File: src/rtl/alu_arb_pkg.sv
// Shared state encoding, port ids and default widths for the two-port ALU arbiter.
package alu_arb_pkg;

    localparam int DATA_WIDTH = 32;
    localparam int CTRL_WIDTH = 3;

    localparam logic PORT0 = 1'b0;
    localparam logic PORT1 = 1'b1;

    typedef enum logic [1:0] {
        IDLE = 2'd0,
        EXEC = 2'd1,
        RESP = 2'd2
    } state_e;

endpackage

File: src/rtl/alu_arb_rr.sv
// Two-way grant logic with round-robin pointer.
// ALU_ARB_FIXED_PRIO_EN selects fixed priority (port 0 wins) and drops the pointer.
module alu_arb_rr
    import alu_arb_pkg::*;
(
    input  logic       clk_i,
    input  logic       rst_i,
    input  logic [1:0] valid_i,
    input  logic       take_i,
    output logic [1:0] gnt_o,
    output logic       gnt_id_o
);

`ifdef ALU_ARB_FIXED_PRIO_EN
    logic unused_clk_rst_take;
    assign unused_clk_rst_take = clk_i ^ rst_i ^ take_i;

    always_comb begin
        gnt_id_o = valid_i[0] ? PORT0 : PORT1;
    end
`else
    logic ptr_q;
    logic ptr_d;

    always_comb begin
        if (valid_i == 2'b11) begin
            gnt_id_o = ptr_q;
        end else if (valid_i[0]) begin
            gnt_id_o = PORT0;
        end else begin
            gnt_id_o = PORT1;
        end
        ptr_d = ptr_q;
        // The loser of this grant is preferred next time.
        if (take_i) begin
            ptr_d = ~gnt_id_o;
        end
    end

    always_ff @(posedge clk_i) begin
        if (rst_i) begin
            ptr_q <= PORT0;
        end else begin
            ptr_q <= ptr_d;
        end
    end
`endif

    assign gnt_o = (valid_i == 2'b00) ? 2'b00 :
                   (gnt_id_o == PORT1) ? 2'b10 : 2'b01;

endmodule

File: src/rtl/alu_arbiter.sv
// Shares one combinational ALU between two valid/ready requesters (IDLE/EXEC/RESP).
// Arbitration mode is set in alu_arb_rr via ALU_ARB_FIXED_PRIO_EN.
module alu_arbiter #(
    parameter int DATA_WIDTH = alu_arb_pkg::DATA_WIDTH,
    parameter int CTRL_WIDTH = alu_arb_pkg::CTRL_WIDTH
) (
    input  logic                  CLK,
    input  logic                  RST,
    input  logic [1:0]            Req_valid,
    output logic [1:0]            Req_ready,
    input  logic [DATA_WIDTH-1:0] Req0_SrcA,
    input  logic [DATA_WIDTH-1:0] Req0_SrcB,
    input  logic [CTRL_WIDTH-1:0] Req0_ALUControl,
    input  logic [DATA_WIDTH-1:0] Req1_SrcA,
    input  logic [DATA_WIDTH-1:0] Req1_SrcB,
    input  logic [CTRL_WIDTH-1:0] Req1_ALUControl,
    output logic [1:0]            Rsp_valid,
    input  logic [1:0]            Rsp_ready,
    output logic [DATA_WIDTH-1:0] Rsp_ALUResult,
    output logic                  Rsp_Zero_flag,
    output logic [DATA_WIDTH-1:0] ALU_SrcA,
    output logic [DATA_WIDTH-1:0] ALU_SrcB,
    output logic [CTRL_WIDTH-1:0] ALU_ALUControl,
    input  logic [DATA_WIDTH-1:0] ALU_Result,
    input  logic                  ALU_Zero_flag,
    output logic                  Busy
);
    import alu_arb_pkg::*;

    state_e                state_q, state_d;
    logic                  gnt_q, gnt_d;
    logic [DATA_WIDTH-1:0] srca_q, srca_d;
    logic [DATA_WIDTH-1:0] srcb_q, srcb_d;
    logic [CTRL_WIDTH-1:0] ctrl_q, ctrl_d;
    logic [DATA_WIDTH-1:0] res_q, res_d;
    logic                  zero_q, zero_d;
    logic [1:0]            rv_q, rv_d;
    logic [1:0]            gnt;
    logic                  gnt_id;
    logic                  req_hs;

    alu_arb_rr u_rr (
        .clk_i    (CLK),
        .rst_i    (RST),
        .valid_i  (Req_valid),
        .take_i   (req_hs),
        .gnt_o    (gnt),
        .gnt_id_o (gnt_id)
    );

    assign Req_ready = (state_q == IDLE && !RST) ? gnt : 2'b00;
    assign req_hs    = |(Req_valid & Req_ready);

    always_comb begin
        state_d = state_q;
        gnt_d   = gnt_q;
        srca_d  = srca_q;
        srcb_d  = srcb_q;
        ctrl_d  = ctrl_q;
        res_d   = res_q;
        zero_d  = zero_q;
        rv_d    = rv_q;
        unique case (state_q)
            IDLE: begin
                if (req_hs) begin
                    srca_d  = (gnt_id == PORT1) ? Req1_SrcA : Req0_SrcA;
                    srcb_d  = (gnt_id == PORT1) ? Req1_SrcB : Req0_SrcB;
                    ctrl_d  = (gnt_id == PORT1) ? Req1_ALUControl
                                                : Req0_ALUControl;
                    gnt_d   = gnt_id;
                    state_d = EXEC;
                end
            end
            EXEC: begin
                res_d   = ALU_Result;
                zero_d  = ALU_Zero_flag;
                rv_d    = (gnt_q == PORT1) ? 2'b10 : 2'b01;
                state_d = RESP;
            end
            RESP: begin
                if (Rsp_ready[gnt_q]) begin
                    rv_d    = 2'b00;
                    state_d = IDLE;
                end
            end
            default: begin
                rv_d    = 2'b00;
                state_d = IDLE;
            end
        endcase
    end

    always_ff @(posedge CLK) begin
        if (RST) begin
            state_q <= IDLE;
            gnt_q   <= PORT0;
            srca_q  <= '0;
            srcb_q  <= '0;
            ctrl_q  <= '0;
            res_q   <= '0;
            zero_q  <= 1'b0;
            rv_q    <= 2'b00;
        end else begin
            state_q <= state_d;
            gnt_q   <= gnt_d;
            srca_q  <= srca_d;
            srcb_q  <= srcb_d;
            ctrl_q  <= ctrl_d;
            res_q   <= res_d;
            zero_q  <= zero_d;
            rv_q    <= rv_d;
        end
    end

    assign Rsp_valid      = RST ? 2'b00 : rv_q;
    assign Rsp_ALUResult  = res_q;
    assign Rsp_Zero_flag  = zero_q;
    assign ALU_SrcA       = srca_q;
    assign ALU_SrcB       = srcb_q;
    assign ALU_ALUControl = ctrl_q;
    assign Busy           = (state_q != IDLE);

endmodule

File: config.mk
export PLATFORM = sky130hd
export DESIGN_NAME = alu_arbiter
export DESIGN_NICKNAME = d
export VERILOG_FILES = /design/src/rtl/alu_arb_pkg.sv /design/src/rtl/alu_arb_rr.sv /design/src/rtl/alu_arbiter.sv
export SDC_FILE = /design/constraint.sdc
export NUM_CORES = 1
export LEC_CHECK = 0
export ABC_AREA = 1
export CORE_MARGIN = 2
export CORE_UTILIZATION = 25
export CTS_BUF_LIST = sky130_fd_sc_hd__clkbuf_8 sky130_fd_sc_hd__clkbuf_16
export DETAILED_ROUTE_END_ITERATION = 8
export GPL_ROUTABILITY_DRIVEN = 0
export GPL_TIMING_DRIVEN = 0
export SLEW_MARGIN = 20
export SYNTH_ARGS = -nofsm -noshare
export SYNTH_HDL_FRONTEND = slang
export SYNTH_HIERARCHICAL = 1
export SYNTH_SLANG_ARGS = --single-unit
File: constraint.sdc
create_clock -name CLK -period 1.44 [get_ports CLK]
set_input_delay 0.288 -clock CLK [delete_from_list [all_inputs] [get_ports CLK]]
set_output_delay 0.288 -clock CLK [all_outputs]
set_load 0.01 [all_outputs]
==> impl_metrics.tcl, run 1 <==
set metrics [dict create \
    status "finished, violations left" \
    violations "setup timing" \
    synth_commonest_cells "nand2_1 (281), nor2_1 (140), dfxtp_1 (106)" \
    ys_seq_elements 106 \
    crit_path_start_kind "flip-flop" \
    rsz0062_at_grt "yes" \
    path_cells "nand2_2, nand2_2, inv_4, nor2_4, inv_2, nor2_4, buf_6" \
    syn_nets 1022 \
    busiest_layer "met2" \
    critPathKind "reg2out" \
    layout_setup_ws_ns -0.108 \
    synth_top_area_share_pct 39.6 \
    ir_drop_mv 0.546 \
    finalCritPeriodShare_pct 107 \
    max_clock_freq_ghz 0.646 \
    dp_hpwl_um 15800 \
    grt_pass1_vias 6177 \
    endpoint_kind "primary output" \
    initial_core_util_pct 25.5 \
    area_growth_pct 85.2 \
    synth_edf_count 0 \
    ctsRootBufferMaster "clkbuf_16" \
    diodes 0 \
    post-place-ws_ns -1.48 \
    drv_cap 0 \
    use_met2_pct 32.8 \
    relSlewSlack_pct 73.5 \
    final_nets 1336 \
    grt_max_degree 19 \
    syn_inst 849 \
    wl_um 22100 \
    layout-drive-gt1-share_pct 20.9 \
    yosysUniqueCellTypes 18 \
    required_ns 1.15 \
    grt.total_usage_pct 19.0 \
    antenna_left 0 \
    drt-initial-drc-count 188 \
    clock_path_buffers 2 \
    cts_max_level 3 \
    core_area_um2 21000 \
    async_flop_share_pct 0 \
    cts_sinks 106 \
    synth_largest_area_cell "dfxtp_1" \
    drc 0 \
    p_total_w 0.00854 \
    seq_area_frac_synth_pct 39.6 \
    cts_tree "yes" \
    fp.dieH_um 150 \
    final_area_um2 9930 \
    slowest_stage "dfxtp_2" \
    worstMarginPinSlew_ns 0.397 \
    die_x_um 150 \
    io_pins 278 \
    grt_pass1_wl_um 33100 \
    clk_pin_slew_worst_paths_ns 0.08 \
    place_area_um2 8480 \
    power.leakage_nw 5.19 \
    hold_viol_final 0 \
    setup_viol 48 \
    grt_use_met3_pct 7.03 \
    crit_path_max_incr_delay_ns 0.34 \
    syn_area_um2 5360 \
    num_rows 53 \
    drv_slew 0 \
    antenna_found_initial 0 \
    port_buffers 277 \
    hp-class "in2reg" \
    wl_per_cell_um 15.3 \
    synthTopCellsByArea "dfxtp_1 (40%), nand2_1 (20%), nor2_1 (9.8%)" \
    worst_clock_skew_ns 0.00984 \
    ys.flop_type "dfxtp_1" \
    via_per_inst 4.42 \
    yosysMostFrequentCell "nand2_1" \
    yosys_warnings 6 \
    grt_overflow 0 \
    clkLatencyLatePin_ns 0.35 \
    min_period_ns 1.55 \
    cts_buffers 9 \
    via_count 6384 \
    power_density_nw_per_um2 861 \
    firstDrtPassIters 4 \
    fill_cells 2146 \
    met1_usage_pct 21.8 \
    dieArea_um2 22600 \
    synth_area_per_cell_um2 6.31 \
    path_max_fanout 3 \
    arrival_ns 1.26 \
]
-- worst max-delay path: cells and delay by family (launching register included) --
kind          cells  cell delay, ns
flops             1            0.34
simple gates      4            0.34
buf+inv           3            0.21
-- placed cells by master, fill, tap and decap left out, types with 6 or more instances in the layout --
cell	synthesis	layout
buf_2	22	12
buf_12	0	12
a21oi_2	0	38
buf_6	19	25
inv_1	76	74
nand2_1	281	271
a21oi_1	69	26
dlygate4sd2_1	0	102
buf_4	5	8
nand2_2	2	11
dfxtp_1	106	103
nor2_1	140	136
clkbuf_2	2	8
clkdlybuf4s50_1	0	169
nand3_1	70	6
buf_8	0	13
o21ai_0	31	31
clkbuf_16	0	14
nand3_2	0	64
-- stage by stage --
step	hold WS [ns]	util [%]	setup TNS [ns]	std cells
global placement	0.483	40.3	-60.10	1401
global route	0.216	47.2	-7.78	1443
detailed placement	0.487	40.3	-61.96	1401
CTS	0.203	44.1	-5.90	1434
finish	0.213	47.2	-1.22	1443
floorplan	0.357	-	0	849
-- where the power goes --
group	internal, W	switching (W)	leakage, nW
Clock	0.00130	0.00123	0.145
Sequential	0.00320	0.000131	0.872
Combinational	0.00139	0.00129	4.17
-- repair_timing --
| action | 4_1_cts | 5_1_grt |
|---|---|---|
| buffers inserted | 11 | 9 |
| resized for setup | 228 | 141 |
| pin swaps | 29 | 57 |
| gates cloned | 6 | 5 |
| hold buffers | 0 | 0 |
| endpoints found under the setup margin | 177 | 86 |
-- registers in the layout, summed over array words and instances (netlist names) --
register	flops
gnt_q	1
Rsp_ALUResult	32
u_rr/ptr_q	1
state_q	2
ALU_ALUControl	3
rv_q	2
Rsp_Zero_flag	1
ALU_SrcA	32
ALU_SrcB	32
-- area by class of cell --
type | count | area [um^2] | area share (%)
timing repair buffer | 305 | 3090 | 31.1
multi-input combinational | 601 | 3100 | 31.3
clock buffer | 11 | 253 | 2.55
clock inverter | 5 | 45.0 | 0.454
sequential | 106 | 2130 | 21.5
inverter | 80 | 308 | 3.10
tap | 275 | 344 | 3.47
buffer | 60 | 657 | 6.62
-- logic make-up (layout without fill, tap and decap cells) --
logic type | Yosys count | count (layout) | synth area share (%)
and+or+nand+nor | 498 | 498 | 37.3
DFF | 106 | 106 | 39.6
buffers and inverters | 142 | 461 | 13.5
AOI/OAI and AO/OA | 103 | 103 | 9.62
-- layer usage --
| metal | up-vias | wire, um |
|---|---|---|
| met5 | - | 0 |
| met2 | 235 | 10500 |
| li1 | 3245 | - |
| met4 | 0 | 370 |
| met3 | 23 | 2240 |
| met1 | 2881 | 9000 |
-- final timing paths --
path	start	end	slack, ns	cells after the start
max	u_rr/ptr_q$_SDFFE_PP0P_	Req_ready[1]	-0.11	7
min	RST	state_q[1]$_SDFFE_PP0P_	0.21	2
max reg2reg	state_q[1]$_SDFFE_PP0P_	ALU_SrcB[12]$_SDFFE_PP0P_	-0.07	9
min reg2reg	Rsp_ALUResult[7]$_SDFFE_PP0N_	Rsp_ALUResult[7]$_SDFFE_PP0N_	0.51	2
Note: power is estimated with default switching activity, not from simulation.
==> run 2: changes to the inputs <==
- CORE_MARGIN: 2 -> 8
==> run 2 against run 1 <==
The flow still finishes with violations (setup timing). Worst hold slack got worse by 0.0072 ns. Clock power is 2% lower. Utilization decreased by 4.9 points. Fmax is 1.7% higher. Register-to-register slack gained 0.05 ns.
==> impl_metrics.tcl, run 2 (synthesis results as in run 1) <==
set metrics [dict create \
    die_x_um 162 \
    layout_common_cells "nand2_1 (279), clkdlybuf4s50_1 (169), nor2_1 (138)" \
    met1_usage_pct 19.3 \
    area_growth_pct 65.9 \
    required_ns 1.15 \
    arrival_ns 1.23 \
    grt_max_degree 20 \
    via_count 6196 \
    cp_top_family "flip-flops" \
    grt_use_met3_pct 7.00 \
    fin_tns_setup_ns -0.181 \
    worst_clock_skew_ns 0.00722 \
    finalCritPeriodShare_pct 106 \
    p_comb_share_pct 28.4 \
    ir_drop_mv 0.546 \
    grt_overflow 0 \
    pwr-share-seq_pct 41.1 \
    endpoint_kind "primary output" \
    final_common_cell "nand2_1" \
    busiest_layer "met2" \
    clk_pin_slew_worst_paths_ns 0.08 \
    setup_viol 7 \
    ff2ff_path_depth 9 \
    initial_core_util_pct 25.5 \
    port_buffers 277 \
    status "finished, violations left" \
    drv_cap 0 \
    dp_hpwl_um 17200 \
    grt_pass1_wl_um 34300 \
    crit_path_max_incr_delay_ns 0.34 \
    fp.dieH_um 162 \
    cts_buffers 9 \
    drc 0 \
    io_pins 278 \
    fill_cells 2229 \
    layout_setup_ws_ns -0.0816 \
    postCtsHoldBufs 0 \
    diodes 0 \
    final_nets 1319 \
    num_rows 53 \
    critPathKind "reg2out" \
    antenna_left 0 \
    worstMarginPinSlew_ns 0.415 \
    drt-initial-drc-count 277 \
    dieArea_um2 26400 \
    hold_viol_final 0 \
    use_met2_pct 27.1 \
    utilization_pct 42.3 \
    clock_path_buffers 2 \
    p_sw_w 0.00253 \
    min_delay_path_depth 2 \
    switching_share_pct 31.2 \
    power_density_nw_per_um2 912 \
    drv_slew 0 \
    worst-path-stages 7 \
    rsz0062_at_grt "yes" \
    firstDrtPassIters 4 \
    max_clock_freq_ghz 0.657 \
    relSlewSlack_pct 72.4 \
    cts_sinks 106 \
    min_period_ns 1.52 \
    power.leakage_nw 4.64 \
    wl_um 22300 \
    hp-class "in2reg" \
    path_max_fanout 3 \
    grt.total_usage_pct 16.5 \
    via_per_inst 4.35 \
    ctsRootBufferMaster "clkbuf_16" \
    core_area_um2 21000 \
    cts_tree "yes" \
    p_clk_share_pct 30.5 \
    crit_buf_inv 3 \
    post-place-ws_ns -1.44 \
    p_int_w 0.00558 \
    wl_per_cell_um 15.6 \
    cts_max_level 3 \
    violations "setup timing" \
    grt_pass1_vias 6174 \
    crit_path_start_kind "flip-flop" \
    slowest_stage "dfxtp_2" \
    antenna_found_initial 1 \
    clkLatencyLatePin_ns 0.36 \
    path_cells "nand2_2, nand2_4, inv_4, nor2_4, inv_1, nor2_1, buf_2" \
    layout-drive-gt1-share_pct 10.1 \
]
-- run 2: changes by cell type in the layout (fill, tap and decap cells not counted), moves of 4 or more --
cell / change
a21oi_4: -5
a21oi_2: -28
buf_12: -8
nand2_2: -8
buf_8: -10
buf_4: +8
buf_16: -4
a21oi_1: +33
nand3_2: -64
nand3_1: +64
nand2_1: +8
clkbuf_16: -5
-- run 2: what timing repair did --
action | CTS | global route
buffers inserted | 6 | 3
endpoints found under the setup margin | 181 | 77
pin swaps | 2 | 3
gates resized for setup | 166 | 31
-- run 2: final cells by class --
type                            count  area [um^2]  share of cell area (%)
Clock inverter                      7         62.6                   0.704
Sequential cell                   106         2130                    23.9
Inverter                           80          308                    3.46
Tap cell                          275          344                    3.87
Buffer                             62          561                    6.30
Multi-Input combinational cell    601         2570                    28.9
Timing Repair Buffer              286         2700                    30.3
Clock buffer                        9          225                    2.53
-- run 2: metrics by stage --
stage | hold slack [ns] | instances | power [W] | cell area, um^2
final | 0.206 | 1426 | 0.00811 | 8890
after detailed placement | 0.498 | 1401 | 0.00581 | 8480
after CTS | 0.297 | 1423 | 0.00821 | 8800
after floorplan | 0.357 | 849 | 0.00447 | 5360
after global placement | 0.480 | 1401 | 0.00579 | 8480
after global routing | 0.206 | 1426 | 0.00860 | 8890
-- run 2: final timing paths --
check                                 start                             end  slack, ns
min reg2reg  Rsp_ALUResult[30]$_SDFFE_PP0N_  Rsp_ALUResult[30]$_SDFFE_PP0N_       0.51
max reg2reg         u_rr/ptr_q$_SDFFE_PP0P_       ALU_SrcA[29]$_SDFFE_PP0P_      -0.02
max                 u_rr/ptr_q$_SDFFE_PP0P_                    Req_ready[1]      -0.08
min                                     RST         state_q[1]$_SDFFE_PP0P_       0.21
-- run 2: layer usage --
layer | vias to the layer above | wire (um)
met3 | 16 | 2270
met2 | 205 | 10300
li1 | 3203 | -
met1 | 2770 | 9480
met4 | 2 | 222
met5 | - | 13
-- run 2: power groups by stage --
stage               registers (W)  clock network, W  logic [W]
floorplan                 0.00352                 0   0.000946
global placement          0.00340                 0    0.00239
detailed placement        0.00341                 0    0.00240
CTS                       0.00333           0.00258    0.00230
global route              0.00337           0.00266    0.00257
finish                    0.00333           0.00247    0.00230
-- run 2: worst register-to-register path: cells and delay by family (launching register included) --
family | cells | cell delay [ns]
buffers and inverters | 3 | 0.44
AO/OA/AOI/OAI | 1 | 0.16
AND/OR/NAND/NOR | 5 | 0.44
flip-flops | 1 | 0.34
==> run 3: changes to the inputs <==
- CORE_UTILIZATION: 25 -> 40
- PLACE_DENSITY: not set -> 0.81
==> run 3 against run 2 <==
The run still ends with setup timing left. Non-clock buffer count up 22. Power is 2.8% higher. Sequential power barely moved. Clock skew decreased by 0.0030 ns. Sequential share of layout area shrank 2.1 points. Wire length grew 2.7%. Worst hold slack lost 0.018 ns. Critical path type is now reg2reg. Highest routed layer unchanged.
==> impl_metrics.tcl, run 3 (synthesis results as in run 1) <==
set metrics [dict create \
    layout-drive-gt1-share_pct 21.2 \
    diodes 0 \
    worstMarginPinSlew_ns 0.394 \
    endpoint_kind "flip-flop" \
    cts_max_level 3 \
    dieArea_um2 17400 \
    worst_hold_slack_ns 0.187 \
    hp-class "in2reg" \
    power.leakage_nw 5.01 \
    path_cells "nand2_2, nand2_4, inv_4, nor2_4, nand4_4, buf_12, buf_16, buf_12, buf_16, nand3_2, nand2_1, nor2_1" \
    drv_slew 0 \
    slowest_stage "dfxtp_2" \
    final_nets 1341 \
    drc 0 \
    firstDrtPassIters 5 \
    antenna_found_initial 2 \
    grt_pass1_wl_um 34400 \
    fill_cells 1057 \
    status "finished, violations left" \
    antenna_left 0 \
    wl_met2_um 11100 \
    min_period_ns 1.58 \
    initial_core_util_pct 40.6 \
    critPathKind "reg2reg" \
    grt_overflow 0 \
    clk_pin_slew_worst_paths_ns 0.07 \
    cts_sinks 106 \
    setup_viol 67 \
    post-place-ws_ns -1.14 \
    area_growth_pct 81.8 \
    arrival_ns 1.86 \
    core_area_um2 13200 \
    place_area_um2 8350 \
    ff2ff_setup_slack_ns -0.14 \
    path_max_fanout 5 \
    port_buffers 277 \
    cts_tree "yes" \
    violations "setup timing" \
    crit_path_max_incr_delay_ns 0.34 \
    postCtsHoldBufs 0 \
    clkLatencyLatePin_ns 0.34 \
    ctsRootBufferMaster "clkbuf_16" \
    drv_cap 0 \
    drt-met1-wl_um 8840 \
    final_area_um2 9740 \
    relSlewSlack_pct 73.7 \
    dp_hpwl_um 16100 \
    max_clock_freq_ghz 0.634 \
    layout_common_cells "nand2_1 (241), clkdlybuf4s50_1 (169), nor2_1 (133)" \
    power_density_nw_per_um2 856 \
    fp.dieH_um 132 \
    grt_pass1_vias 6448 \
    dp_cells 1302 \
    final_common_cell "nand2_1" \
    dr_wl_met3_um 2350 \
    wl_per_cell_um 16.9 \
    rsz0062_at_grt "yes" \
    ir_drop_mv 0.707 \
    grt_max_degree 18 \
    wl_um 22800 \
    grt.total_usage_pct 24.7 \
    crit_path_start_kind "flip-flop" \
    cts_buffers 9 \
    drt-initial-drc-count 377 \
    top_layer_used "met5" \
    required_ns 1.73 \
    hold_viol_final 0 \
    finalCritPeriodShare_pct 110 \
    worst_clock_skew_ns 0.00420 \
    clock_path_buffers 2 \
    instances_no_fill 1348 \
    num_rows 42 \
    crit_buf_inv 5 \
    io_pins 278 \
    layout_setup_ws_ns -0.138 \
    die_x_um 132 \
    via_per_inst 4.88 \
    via_count 6575 \
    cp_top_family "buffers and inverters" \
]
## run 3: changes by cell type in the layout (fill, tap and decap cells not counted), moves of 9 or more
cell,before,now
a21oi_2,10,44
nand2_1,279,241
buf_8,3,15
nand2_2,3,37
a21oi_1,59,16
nand3_2,0,24
nand3_1,70,44
buf_12,4,13
a21oi_4,0,9
## run 3: final timing paths
check,startpoint,end,cells after the start
min,RST,state_q[1]$_SDFFE_PP0P_,2
min reg2reg,Rsp_ALUResult[15]$_SDFFE_PP0N_,Rsp_ALUResult[15]$_SDFFE_PP0N_,2
max reg2reg,u_rr/ptr_q$_SDFFE_PP0P_,ALU_SrcB[17]$_SDFFE_PP0P_,12
max,u_rr/ptr_q$_SDFFE_PP0P_,ALU_SrcB[17]$_SDFFE_PP0P_,12
## run 3: what timing repair did
item | 4_1_cts | 5_1_grt
pin swaps | 34 | 38
setup endpoints to repair | 176 | 77
resized for setup | 259 | 118
setup buffers | 18 | 10
gates cloned | 10 | 1
## run 3: power breakdown
group | switching (W) | internal (W)
sequential | 0.000134 | 0.00320
combinational | 0.00135 | 0.00137
clock | 0.00112 | 0.00117
total | 0.00260 | 0.00574
## run 3: layer usage
metal	vias to the layer above	global-route usage, %
li1	3246	-
met3	35	9.68
met2	296	43.2
met4	4	8.17
met1	2994	26.8
met5	-	0
## run 3: metrics by stage
| stage | total power (W) | setup TNS [ns] | util [%] |
|---|---|---|---|
| floorplan | 0.00447 | 0 | - |
| global placement | 0.00574 | -51.59 | 63.3 |
| detailed placement | 0.00578 | -53.40 | 63.3 |
| CTS | 0.00821 | -7.83 | 71.5 |
| global route | 0.00878 | -10.99 | 73.9 |
| finish | 0.00834 | -3.93 | 73.9 |
## run 3: area by class of cell
class                      instances  area [um^2]  share of cell area [%]
buffer                            58          601                    6.16
inverter                          80          310                    3.18
multi-input combinational        601         3080                    31.6
clock inverter                     6         45.0                   0.462
tap                              176          220                    2.26
timing repair buffer             312         3130                    32.2
sequential                       106         2130                    21.8
clock buffer                       9          225                    2.31
